**src/rtl/multi_byte_add_sequencer_pkg.sv**
```systemverilog
// Shared types and defaults for the byte-serial multi-precision add/sub sequencer.
package multi_byte_add_sequencer_pkg;

   typedef enum logic [1:0] {
      ST_IDLE = 2'd0,
      ST_RUN  = 2'd1,
      ST_DONE = 2'd2
   } state_t;

   localparam int NBYTES_DEFAULT = 4;

   // A single-byte operand still needs a 1-bit index register.
   function automatic int idx_width(input int n);
      return (n > 1) ? $clog2(n) : 1;
   endfunction

endpackage

```
**src/rtl/eight_bit_full_adder.sv**
```systemverilog
// 8-bit ripple adder cell from the shared adder library.
module eight_bit_full_adder (
   input  logic [7:0] a,
   input  logic [7:0] b,
   input  logic       cin,
   output logic [7:0] sum,
   output logic       cout
);

   assign {cout, sum} = 9'(a) + 9'(b) + 9'(cin);

endmodule

```
**src/rtl/multi_byte_add_sequencer_datapath.sv**
```systemverilog
// Byte datapath: selects the current operand byte, conditionally inverts B,
// and carries between bytes through a register around one 8-bit adder.
module multi_byte_add_sequencer_datapath
   import multi_byte_add_sequencer_pkg::*;
#(
   parameter int NBYTES = NBYTES_DEFAULT,
   parameter int IW     = idx_width(NBYTES)
) (
   input  logic                clk,
   input  logic                rst,
   input  logic                load,
   input  logic                step,
   input  logic                sub_in,
   input  logic [8*NBYTES-1:0] a_reg,
   input  logic [8*NBYTES-1:0] b_reg,
   input  logic                sub_reg,
   input  logic [IW-1:0]       idx,
   output logic [7:0]          sum_byte,
   output logic                carry_out,
   output logic                a_msb,
   output logic                bx_msb
);

   logic [7:0] a_byte;
   logic [7:0] b_byte;
   logic [7:0] bx_byte;
   logic       carry_reg;

   always_comb begin
      a_byte = '0;
      b_byte = '0;
      for (int k = 0; k < NBYTES; k++) begin
         if (idx == IW'(k)) begin
            a_byte = a_reg[8*k +: 8];
            b_byte = b_reg[8*k +: 8];
         end
      end
   end

   // Subtraction is a + ~b + 1; the +1 enters as the initial carry.
   assign bx_byte = b_byte ^ {8{sub_reg}};
   assign a_msb   = a_byte[7];
   assign bx_msb  = bx_byte[7];

   eight_bit_full_adder u_adder (
      .a    (a_byte),
      .b    (bx_byte),
      .cin  (carry_reg),
      .sum  (sum_byte),
      .cout (carry_out)
   );

   always_ff @(posedge clk) begin
      if (rst) begin
         carry_reg <= 1'b0;
      end else if (load) begin
         carry_reg <= sub_in;
      end else if (step) begin
         carry_reg <= carry_out;
      end
   end

endmodule

```
**src/rtl/multi_byte_add_sequencer.sv**
```systemverilog
// Multi-precision add/sub sequencer: one byte per clock, LSB first, with a
// start/busy/done handshake and results held until the next accepted start.
//
//   state   | meaning
//   --------+-----------------------------------------------------
//   IDLE    | waiting for start; outputs hold the last result
//   RUN     | one operand byte per cycle through the shared adder
//   DONE    | one-cycle done pulse; start is ignored here
module multi_byte_add_sequencer
   import multi_byte_add_sequencer_pkg::*;
#(
   parameter int NBYTES = NBYTES_DEFAULT
) (
   input  logic                clk,
   input  logic                rst,
   input  logic                start,
   input  logic                sub,
   input  logic [8*NBYTES-1:0] a,
   input  logic [8*NBYTES-1:0] b,
   output logic                busy,
   output logic                done,
   output logic [8*NBYTES-1:0] result,
   output logic                cout,
   output logic                overflow
);

   localparam int W  = 8 * NBYTES;
   localparam int IW = idx_width(NBYTES);

   state_t          state;
   state_t          state_nxt;
   logic [W-1:0]    a_reg;
   logic [W-1:0]    b_reg;
   logic            sub_reg;
   logic [IW-1:0]   idx;
   logic            accept;
   logic            step;
   logic            last;
   logic [7:0]      sum_byte;
   logic            carry_out;
   logic            a_msb;
   logic            bx_msb;

   assign last = (idx == IW'(NBYTES - 1));

   always_ff @(posedge clk) begin
      if (rst) begin
         state <= ST_IDLE;
      end else begin
         state <= state_nxt;
      end
   end

   always_comb begin
      state_nxt = state;
      accept    = 1'b0;
      step      = 1'b0;
      case (state)
         ST_IDLE: begin
            if (start) begin
               accept    = 1'b1;
               state_nxt = ST_RUN;
            end
         end
         ST_RUN: begin
            step = 1'b1;
            if (last) begin
               state_nxt = ST_DONE;
            end
         end
         ST_DONE: begin
            state_nxt = ST_IDLE;
         end
         default: begin
            state_nxt = ST_IDLE;
         end
      endcase
   end

   assign busy = (state == ST_RUN);
   assign done = (state == ST_DONE);

   always_ff @(posedge clk) begin
      if (rst) begin
         a_reg    <= '0;
         b_reg    <= '0;
         sub_reg  <= 1'b0;
         idx      <= '0;
         result   <= '0;
         cout     <= 1'b0;
         overflow <= 1'b0;
      end else if (accept) begin
         a_reg   <= a;
         b_reg   <= b;
         sub_reg <= sub;
         idx     <= '0;
      end else if (step) begin
         for (int k = 0; k < NBYTES; k++) begin
            if (idx == IW'(k)) begin
               result[8*k +: 8] <= sum_byte;
            end
         end
         if (last) begin
            idx      <= '0;
            cout     <= carry_out;
            // Signed overflow: like-signed operands giving an opposite-signed result.
            overflow <= (a_msb == bx_msb) && (sum_byte[7] != a_msb);
         end else begin
            idx <= idx + IW'(1);
         end
      end
   end

   multi_byte_add_sequencer_datapath #(
      .NBYTES (NBYTES),
      .IW     (IW)
   ) u_datapath (
      .clk       (clk),
      .rst       (rst),
      .load      (accept),
      .step      (step),
      .sub_in    (sub),
      .a_reg     (a_reg),
      .b_reg     (b_reg),
      .sub_reg   (sub_reg),
      .idx       (idx),
      .sum_byte  (sum_byte),
      .carry_out (carry_out),
      .a_msb     (a_msb),
      .bx_msb    (bx_msb)
   );

endmodule

```
**config.mk**
```make
export PLATFORM = sky130hd
export DESIGN_NAME = multi_byte_add_sequencer
export DESIGN_NICKNAME = d
export VERILOG_FILES = /design/src/rtl/multi_byte_add_sequencer_pkg.sv /design/src/rtl/eight_bit_full_adder.sv /design/src/rtl/multi_byte_add_sequencer_datapath.sv /design/src/rtl/multi_byte_add_sequencer.sv
export SDC_FILE = /design/constraint.sdc
export NUM_CORES = 1
export LEC_CHECK = 0
export ABC_AREA = 1
export BUFFER_PORTS_ARGS = -buffer_cell sky130_fd_sc_hd__buf_2
export CAP_MARGIN = 30
export CELL_PAD_IN_SITES_DETAIL_PLACEMENT = 1
export CELL_PAD_IN_SITES_GLOBAL_PLACEMENT = 2
export CORE_MARGIN = 2
export CORE_UTILIZATION = 30
export DETAILED_ROUTE_END_ITERATION = 12
export PLACE_DENSITY_LB_ADDON = 0.1
export RECOVER_POWER = 25
export SYNTH_ARGS = -nofsm -noshare
export SYNTH_HDL_FRONTEND = slang
export SYNTH_SLANG_ARGS = --single-unit
```
**constraint.sdc**
```tcl
create_clock -name clk -period 3.3 [get_ports clk]
set_input_delay 0.66 -clock clk [delete_from_list [all_inputs] [get_ports clk]]
set_output_delay 0.66 -clock clk [all_outputs]
set_load 0.01 [all_outputs]
```
Word-level counts from Yosys, hierarchy flattened:

Cells that the tools add are included.

* bits in registers: 104
* input port bits: 68
* output and inout bits: 36

* add/sub/neg operators: 3
* equal/unequal tests: 9
* muxes and demuxes: 17
* bitwise operators: 2
* reductions and logical operators: 10

Operators by type and width (count)
* two-way mux 8 bit: 8
* AND reduction 3 bit: 4
* adder 8 x 8 -> 9 bit: 1
* adder 9 x 1 -> 9 bit: 1
* XOR 8 bit: 1
* == test 2 bit (second input constant): 3
* two-way mux 2 bit: 3
* two-way mux 1 bit: 5
* == test 2 x 1 -> 1 bit (second input constant): 2
* logical NOT 2 bit: 2
* case mux 2 bit (2 select lines): 1
* adder 2 x 1 -> 2 bit (second input constant): 1
* inequality test 2 x 1 -> 1 bit (second input constant): 1
* inequality test 2 bit (second input constant): 1
* AND reduction 2 bit: 1
* nonzero test 2 bit: 1
* OR reduction 2 bit: 1
* == test 1 bit: 1
* logical AND 1 bit: 1
* inequality test 1 bit: 1
* inverter 1 bit: 1

Depth between registers and ports, before layout:

Gate-level depths: netlist of run 1.

* word-level depth: 10
* gate-level depth with buffers: 21
* mapped depth without buffers: 19

Hierarchy:

A second synthesis of run 1 with hierarchy kept.

* cell total of the unflattened synthesis: 673
* area total of the unflattened synthesis: 4754.6 µm²

By module, submodules not included
* multi_byte_add_sequencer: times used 1, cells an instance 469, area an instance 3711.1 µm², seq. area each 2062.0 µm²
* multi_byte_add_sequencer_datapath: times used 1, cells an instance 145, area an instance 659.4 µm², seq. area each 20.0 µm²
* eight_bit_full_adder: times used 1, cells an instance 59, area an instance 384.1 µm², seq. area each 0.0 µm²

Worst setup path after synthesis of run 1:

No wires, ideal clock.

* path type: register to register
* start point: register idx[0]
* end point: register result[14]
* library setup time: 109 ps
* arrival time: 2588 ps
* path slack: 603 ps
* stages on the path, launching flop included: 20
* clock period less this slack: 2697 ps
* cell sequence: dfxtp_1 > inv_1 > ha_1 > buf_4 > buf_4 > nand3_1 > nand3_1 > o211ai_2 > o21ai_2 > xor2_1 > fa_1 > inv_1 > fa_1 > nand3_1 > a21oi_1 > nor2_1 > nand2_1 > nand3_1 > nand2_1 > inv_1

* cells in the longest elaborated chain, start to end: 8
* elaborated cells on any way between the ends: 16
* classes of those cells: 2 x add/sub; 3 x eq/ne; 8 x mux; 1 x bitwise; 2 x reduce/logical

Ends and longest elaborated chain
* from (decl): line multi_byte_add_sequencer.sv:35 `logic [IW-1:0] idx;`
* from (signal assigned): line multi_byte_add_sequencer.sv:109 `idx <= idx + IW'(1);`
* logical NOT 2 bit: line multi_byte_add_sequencer_datapath.sv:33 `if (idx == IW'(k)) begin`
* two-way mux 8 bit (4 in a row): line multi_byte_add_sequencer_datapath.sv:33
* XOR 8 bit: line multi_byte_add_sequencer_datapath.sv:41 `assign bx_byte = b_byte ^ {8{sub_reg}};`
* adder 8 x 8 -> 9 bit: line eight_bit_full_adder.sv:10 `assign {cout, sum} = 9'(a) + 9'(b) + 9'(cin);`
* adder 9 x 1 -> 9 bit: line eight_bit_full_adder.sv:10
* to (signal, indexed assignment): line multi_byte_add_sequencer.sv:100 `result[8*k +: 8] <= sum_byte;`
* to (decl): line multi_byte_add_sequencer.sv:22 `output logic [8*NBYTES-1:0] result,`

Several ways; a longest one is shown, not always the timed one.
A chain may end at the register's enable or synchronous reset.

Worst setup path after layout of run 1:

* start point: register idx[1]
* end point: register result[14]

The elaborated chain is that of the path after synthesis.

==> results.toml, run 1 <==
[status]
status = "completed"

[yosys]
syn_nets = 718
synth_top_family_by_area = "compound AO/OA/AOI/OAI gates"
yosys.area_share.xor_xnor_pct = 2.01
syn_area_um2 = 4790
muxShareOfSynthArea_pct = 0
yosys.area_share.simple_pct = 20.2
synthDistinctLibCells = 30
synth.avg_cell_area_um2 = 7.52
synth_adder_area_share_pct = 3.71
ys_seq_area_share_pct = 43.4
synth_compound_area_share_pct = 21.1
synthTopCellsByArea = "dfxtp_1 (43%), nor2_1 (11%), o21ai_0 (9.5%)"
yosysTopAreaCellShare_pct = 43.4
ys_warn_count = 0
ys_ff_latch = 104
postSynthCellCount = 637
synth_largest_area_cell = "dfxtp_1"

[critical_path]
rrSetupSlack_ps = 300
crit_type = "reg -> reg"
cp_max_fo = 8
crit_arrival_ps = 3250
r2r_start = "idx[1]"
reg2reg_depth = 18
required_ps = 3550
crit_path_end_kind = "register"
r2r-end = "result[14]"
critPathLaunchType = "register"

[global_routing]
grt_max_degree = 74
grt_overflow = 0
grt_pass1_vias = 4462
antenna_found_initial = 0
grt.total_usage_pct = 17.2
grt_pass1_wl_mm = 22.7

[layout]
drive_gt1_share_pct = 16.7
area_growth_pct = 18.6
layout_common_cells = "nor2_1 (137), dfxtp_1 (104), o21ai_0 (91)"
final_common_cell = "nor2_1"
nets = 802
fillers = 2032
antenna_cells = 0

[clocking]
cts_buffers = 9
clkLatencyLatePin_ps = 350
htreeDepth = 3
cts.path.max_buffers = 2
cts_tree = "done"
cts.clk_slew.worst_paths_ps = 70
cts_root_buffer = "clkbuf_16"
cts_setup_buffers = 0
cts.sinks = 104

[sta]
fmax_mhz = 333
fin_tns_setup_ps = 0
setup_viol = 0
drv_slew = 0
hold_viol_final = 0
finClkSkew_ps = 6.52
post-route-period-util_pct = 90.9
fin_crit_ps = 3000
holdWs_ps = 469
slew_headroom_pct = 18.8
rsz0062_at_grt = "no"
worst_pin_slew_ps = 1220

[route]
drt-initial-drc-count = 187
wire_per_inst_um = 14.9
via_per_inst = 4.60
dr.pass1.iters = 4
antenna_left = 0
drc = 0
via_count = 4330
routed_wl_mm = 14.0

[worst_hold_path]
hold_start = "b_reg[26]"
hold_class = "reg -> reg"
hold_end = "b_reg[26]"
hold_path_depth = 2

[die]
core.rowCount = 46
die_h_um = 130
die_w_um = 130
ios = 104
die_area_um2 = 17000
core_um2 = 15800
start_util_pct = 30.4

[power]
ir_drop_mv = 0.268
total_power_mw = 2.98
power_switching_mw = 0.902
switching_share_pct = 30.3
p_leak_nw = 2.61
combPwrFrac_pct = 19.3
p_int_mw = 2.07
seq_power_share_pct = 46.8
p_per_area_nw_per_um2 = 523
clkPwrFrac_pct = 33.9

[run]
drv_cap = 0

[placement]
hpwl_mm = 10.5
gp_congestion = 0.787
io_buffers = 103
-- critical path: stages (launching register included) --
cell	delay, ps
dfxtp_1	400
inv_1	90
ha_1	260
buf_4	200
nand2_1	70
nand3_1	90
o211ai_2	90
o21ai_2	80
xor2_1	160
fa_1	390
inv_1	100
fa_1	210
nand3_1	100
a21oi_1	250
nor2_1	70
nand2_1	140
nand3_1	100
nand2_1	80
inv_1	40
-- cells by family after synthesis --
logic type	count (synthesis)
AOI/OAI and AO/OA	179
xor gates and xnor gates	11
adders and majority gates	13
buffers and inverters	95
DFF	104
and+or+nand+nor	235
-- cell type report --
cell class | count | area [um2] | share of cell area (%)
Inverter | 56 | 225 | 3.96
Sequential cell | 104 | 2080 | 36.6
Tap cell | 216 | 270 | 4.75
Timing Repair Buffer | 112 | 563 | 9.90
Multi-Input combinational cell | 438 | 2270 | 39.9
Clock buffer | 11 | 243 | 4.27
Clock inverter | 5 | 32.5 | 0.572
-- synth_stat cells --
cell and count:
nand3_1 37, o21ai_2 2, o21ai_0 91, clkbuf_2 3, nor2_4 2, inv_1 46, o22ai_1 1, buf_6 6
nor2_1 137, dfxtp_1 104, xor2_1 11, a21oi_1 39, o211ai_2 5, ha_1 11, o21ai_1 15, o21bai_1 19
nand2_1 54, inv_2 8, o211ai_1 1, fa_1 2, nand2_4 2, o31ai_2 1, inv_6 2, buf_4 7
clkbuf_1 9, a211oi_1 1, buf_2 14, o21a_1 4, nand4_1 2, nor2_2 1
-- routing by layer --
metal  track usage, %  vias up  wire [um]
li1                 -     2233          -
met1             23.3     2018       6950
met2             28.2       71       6460
met3             4.15        8        534
met4             3.57        0         87
met5                0        -          0
-- worst max path at each step --
stage / start / cells after the start / end / slack (ps)
after floorplan: idx[0] / 19 / result[14] / 600
after global placement: idx[0] / 15 / result[4] / 300
after detailed placement: idx[0] / 17 / result[14] / 180
after CTS: idx[0] / 16 / result[14] / 180
after global routing: idx[1] / 18 / result[14] / 20
final: idx[1] / 18 / result[14] / 300
-- timing repair --
| action | in CTS | in global routing |
|---|---|---|
| hold buffers | 0 | 0 |
| gates resized for setup | 0 | 8 |
| hold endpoints to repair | 0 | 0 |
| setup endpoints to repair | 0 | 21 |
-- per-stage QoR --
| stage | instances | cell area (um2) | util [%] | setup WS (ps) |
|---|---|---|---|---|
| 6_report | 942 | 5690 | 36.1 | 301 |
| 4_1_cts | 942 | 5710 | 36.2 | 175 |
| 3_5_place_dp | 926 | 5440 | 34.5 | 180 |
| 3_3_place_gp | 925 | 5420 | 34.3 | 302 |
| 2_1_floorplan | 637 | 4790 | - | 603 |
| 5_1_grt | 942 | 5690 | 36.1 | 24.9 |
-- power by group through the flow --
| stage | Sequential [mW] | Clock, mW | Combinational (mW) |
|---|---|---|---|
| floorplan | 1.41 | 0 | 0.390 |
| global placement | 1.42 | 0 | 0.568 |
| detailed placement | 1.42 | 0 | 0.583 |
| CTS | 1.39 | 1.05 | 0.586 |
| global route | 1.40 | 1.09 | 0.660 |
| finish | 1.39 | 1.01 | 0.573 |
Power figures use the tool's default switching activity.
==> run 2: changes to the inputs <==
--- a/config.mk
+++ b/config.mk
@@ -13,7 +13,7 @@
 export CORE_MARGIN = 2
 export CORE_UTILIZATION = 30
 export DETAILED_ROUTE_END_ITERATION = 12
-export PLACE_DENSITY_LB_ADDON = 0.1
+export PLACE_DENSITY_LB_ADDON = 0.12
 export RECOVER_POWER = 25
 export SYNTH_ARGS = -nofsm -noshare
 export SYNTH_HDL_FRONTEND = slang
==> results.toml, run 2 (synthesis gave the netlist of run 1 again) <==
[route]
dr.pass1.iters = 4
via_per_inst = 4.61
routed_wl_mm = 14.1
via_count = 4351
antenna_left = 0
drt-initial-drc-count = 198
wire_per_inst_um = 14.9
drc = 0

[sta]
fmax_mhz = 334
post-route-period-util_pct = 90.8
setup_viol = 0
worst_pin_slew_ps = 1120
drv_slew = 0
finClkSkew_ps = 8.81
fin_crit_ps = 3000
final.setup.worst_slack_ps = 304
slew_headroom_pct = 25.2
fin_tns_setup_ps = 0
rsz0062_at_grt = "no"
hold_viol_final = 0

[global_routing]
grt_pass1_vias = 4448
grt.total_usage_pct = 17.5
grt_max_degree = 74
grt_overflow = 0
antenna_found_initial = 0
use_met3_pct = 3.42
use_met1_pct = 23.3
use_met2_pct = 29.1
grt.busiest_layer = "met2"
grt_pass1_wl_mm = 22.9

[power]
clkPwrFrac_pct = 36.9
p_leak_nw = 2.64
seq_power_share_pct = 44.7
combPwrFrac_pct = 18.4
switching_share_pct = 29.2
p_int_mw = 2.21
power_switching_mw = 0.908
ir_drop_mv = 0.246
p_per_area_nw_per_um2 = 546
total_power_mw = 3.11

[die]
ios = 104
start_util_pct = 30.4
core_um2 = 15800
die_area_um2 = 17000
die_w_um = 130
die_h_um = 130
core.rowCount = 46

[layout]
fillers = 2049
area_growth_pct = 19.0
nets = 803
antenna_cells = 0
multi_input_area_um2 = 2260
seq_area_um2 = 2080
drive_gt1_share_pct = 16.6
final_common_cell = "nor2_1"
layout_common_cells = "nor2_1 (137), dfxtp_1 (104), o21ai_0 (91)"

[clocking]
cts.path.max_buffers = 2
cts_root_buffer = "clkbuf_16"
htreeDepth = 3
cts_hold_buf = 0
cts_tree = "done"
cts_buffers = 9
cts.clk_slew.worst_paths_ps = 70
ctsResizeCount = 0
cts_setup_buffers = 0
clkLatencyLatePin_ps = 350
cts.sinks = 104

[critical_path]
reg2reg_depth = 16
cp_slowest_cell = "fa_1"
startpoint = "idx[0]"
crit_type = "reg -> reg"
cp_max_fo = 18
crit_arrival_ps = 3240
crit_chain = "inv_1, ha_1, inv_4, nand3_1, o211ai_2, o21ai_2, xor2_1, fa_1, inv_1, fa_1, nand3_1, a21oi_1, o21bai_1, nand3_1, nand2_1, inv_1"
critPathLaunchType = "register"
critPathMaxStageDelay_ps = 400
r2r_start = "idx[0]"
crit_path_end_kind = "register"
required_ps = 3550

[status]
status = "completed"

[worst_hold_path]
hold_path_depth = 2
hold_start = "b_reg[26]"
hold_class = "reg -> reg"

[placement]
hpwl_mm = 10.6
io_buffers = 103
gp_congestion = 0.777
dp_slack_ps = 172

[run]
drv_cap = 0
run 2: critical path, delay by kind of cell, from the launching register on:
family	cells	cell delay (ps)
xor+xnor	1	200
simple gates	4	480
buf+inv	4	440
fa+ha+maj	3	910
flops	1	370
compound gates	4	500
run 2: per-layer routing:
metal,up-vias,share of wire (%)
li1,2246,-
met1,2031,49
met2,65,46
met3,9,3.4
met4,0,1.2
met5,-,0
run 2: layout make-up:
type,count,share of cell area [%]
clock buffer,11,4.08
tap,216,4.74
timing repair buffer,113,9.61
multi-input combinational,438,39.7
inverter,56,3.91
sequential,104,36.5
clock inverter,5,1.43
run 2: power by group through the flow:
stage          Combinational (mW)  Clock [mW]  Sequential, mW
2_1_floorplan               0.390           0            1.41
3_3_place_gp                0.570           0            1.42
3_5_place_dp                0.584           0            1.42
4_1_cts                     0.586        1.19            1.39
5_1_grt                     0.660        1.23            1.40
6_report                    0.574        1.15            1.39
run 2: final timing paths:
| check | to | slack, ps |
|---|---|---|
| setup / recovery | result[22] | 300 |
| hold / removal | b_reg[26] | 470 |
| setup reg to reg | result[22] | 300 |
| hold reg to reg | b_reg[26] | 470 |
run 2: metrics by stage:
| step | utilization [%] | cells | cell area, um2 | hold slack (ps) |
|---|---|---|---|---|
| after floorplan | - | 637 | 4790 | 429 |
| after global placement | 34.4 | 927 | 5420 | 457 |
| after detailed placement | 34.4 | 927 | 5420 | 471 |
| after CTS | 36.3 | 943 | 5730 | 483 |
| after global routing | 36.2 | 943 | 5700 | 501 |
| final | 36.2 | 943 | 5700 | 472 |
==> run 3: changes to the inputs <==
==> constraint.sdc (replaced) <==
create_clock -name clk -period 3.3 [get_ports clk]
set_input_delay 0.66 -clock clk [delete_from_list [all_inputs] [get_ports clk]]
set_output_delay 0.66 -clock clk [all_outputs]
set_load 0.05 [all_outputs]
==> results.toml, run 3 (synthesis gave the netlist of run 1 again) <==
[status]
status = "completed"

[route]
antenna_left = 0
routed_wl_mm = 14.1
wire_per_inst_um = 14.9
drc = 0
drt-initial-drc-count = 196
dr.pass1.iters = 4
via_count = 4343
via_per_inst = 4.61

[clocking]
clkLatencyLatePin_ps = 350
cts.path.max_buffers = 2
cts.sinks = 104
cts.clk_slew.worst_paths_ps = 70
cts_tree = "done"
cts_root_buffer = "clkbuf_16"
htreeDepth = 3
cts_hold_buf = 0
cts_setup_buffers = 0
cts_buffers = 9

[placement]
hpwl_mm = 10.6
dp_cells = 927
gp_congestion = 0.777
io_buffers = 103

[power]
combPwrFrac_pct = 19.7
p_per_area_nw_per_um2 = 553
p_leak_nw = 2.70
seq_power_share_pct = 44.0
clkPwrFrac_pct = 36.3
switching_share_pct = 30.2
ir_drop_mv = 0.246
power_switching_mw = 0.957
total_power_mw = 3.16
p_int_mw = 2.21

[sta]
fmax_mhz = 334
slew_headroom_pct = 25.2
fin_crit_ps = 3000
post-route-period-util_pct = 90.8
rsz0062_at_grt = "no"
hold_viol_final = 0
setup_viol = 0
drv_slew = 0
worst_pin_slew_ps = 1120
finClkSkew_ps = 8.86
fin_tns_setup_ps = 0

[global_routing]
grt.total_usage_pct = 17.5
antenna_found_initial = 0
grt_overflow = 0
grt_pass1_vias = 4448
grt_pass1_wl_mm = 22.9
grt_max_degree = 74

[critical_path]
r2r_start = "idx[0]"
cp_max_fo = 18
rrSetupSlack_ps = 300
r2r-end = "result[22]"
crit_arrival_ps = 3240
crit_type = "reg -> reg"
crit_path_end_kind = "register"
critPathLaunchType = "register"
required_ps = 3550
reg2reg_depth = 16

[worst_hold_path]
hold_path_depth = 2
hold_start = "b_reg[26]"
hold_end = "b_reg[26]"
hold_class = "reg -> reg"

[die]
core.rowCount = 46
die_area_um2 = 17000
die_h_um = 130
die_w_um = 130
ios = 104
core_um2 = 15800
start_util_pct = 30.4

[layout]
layout_common_cells = "nor2_1 (137), dfxtp_1 (104), o21ai_0 (91)"
antenna_cells = 0
final_common_cell = "nor2_1"
layoutNonFillerInstCount = 943
drive_gt1_share_pct = 18.6
area_growth_pct = 19.3
nets = 803

[run]
drv_cap = 0
-- run 3: cell count changes in the layout (fill, tap and decap cells not counted), sizes merged --
cell	before	now
buf	80	94
clkbuf	44	30
-- run 3: what timing repair did --
item	in CTS	in global routing
resized for setup	0	4
endpoints found under the hold margin	0	0
endpoints found under the setup margin	0	20
-- run 3: routing by layer --
metal	vias to the layer above	share of wire, %	global-route usage (%)	wire length (um)
met2	63	46	29.1	6480
met4	0	1.2	5.07	169
met5	-	0	0	0
li1	2246	-	-	-
met3	9	3.2	3.42	455
met1	2025	50	23.3	6980
-- run 3: through the flow --
step                      hold WS [ps]  utilization [%]  cell area (um2)  setup WS (ps)
after floorplan                    429                -             4790            603
after global placement             457             34.4             5420            285
after detailed placement           471             34.4             5420            172
after CTS                          483             36.3             5730            144
after global routing               501             36.3             5720           1.28
final                              472             36.3             5720            305
-- run 3: cell type report --
class	count	area, um2
flip-flops and latches	104	2080
clock buffers	11	233
inverters	56	223
fillers	2045	10100
multi-input cells	438	2260
well taps	216	270
repair buffers	113	566
clock inverters	5	81.3
-- run 3: critical path: stages, from the launching register on --
cell,delay (ps)
dfxtp_1,370
inv_1,110
ha_1,310
inv_4,230
nand3_1,130
o211ai_2,80
o21ai_2,70
xor2_1,200
fa_1,200
inv_1,60
fa_1,400
nand3_1,130
a21oi_1,90
o21bai_1,260
nand3_1,130
nand2_1,90
inv_1,40
-- run 3: worst max path at each step --
stage               cells past startpoint  startpoint    endpoint
detailed placement                     15      idx[0]   result[4]
finish                                 16      idx[0]  result[22]
floorplan                              19      idx[0]  result[14]
CTS                                    15      idx[0]   result[4]
global route                           16      idx[0]  result[22]
global placement                       15      idx[0]   result[4]
-- run 3: power by group through the flow --
stage / combinational (mW) / clock (mW) / sequential (mW)
floorplan: 0.393 / 0 / 1.45
global placement: 0.619 / 0 / 1.42
detailed placement: 0.633 / 0 / 1.42
CTS: 0.636 / 1.19 / 1.39
global route: 0.711 / 1.23 / 1.40
finish: 0.624 / 1.15 / 1.39
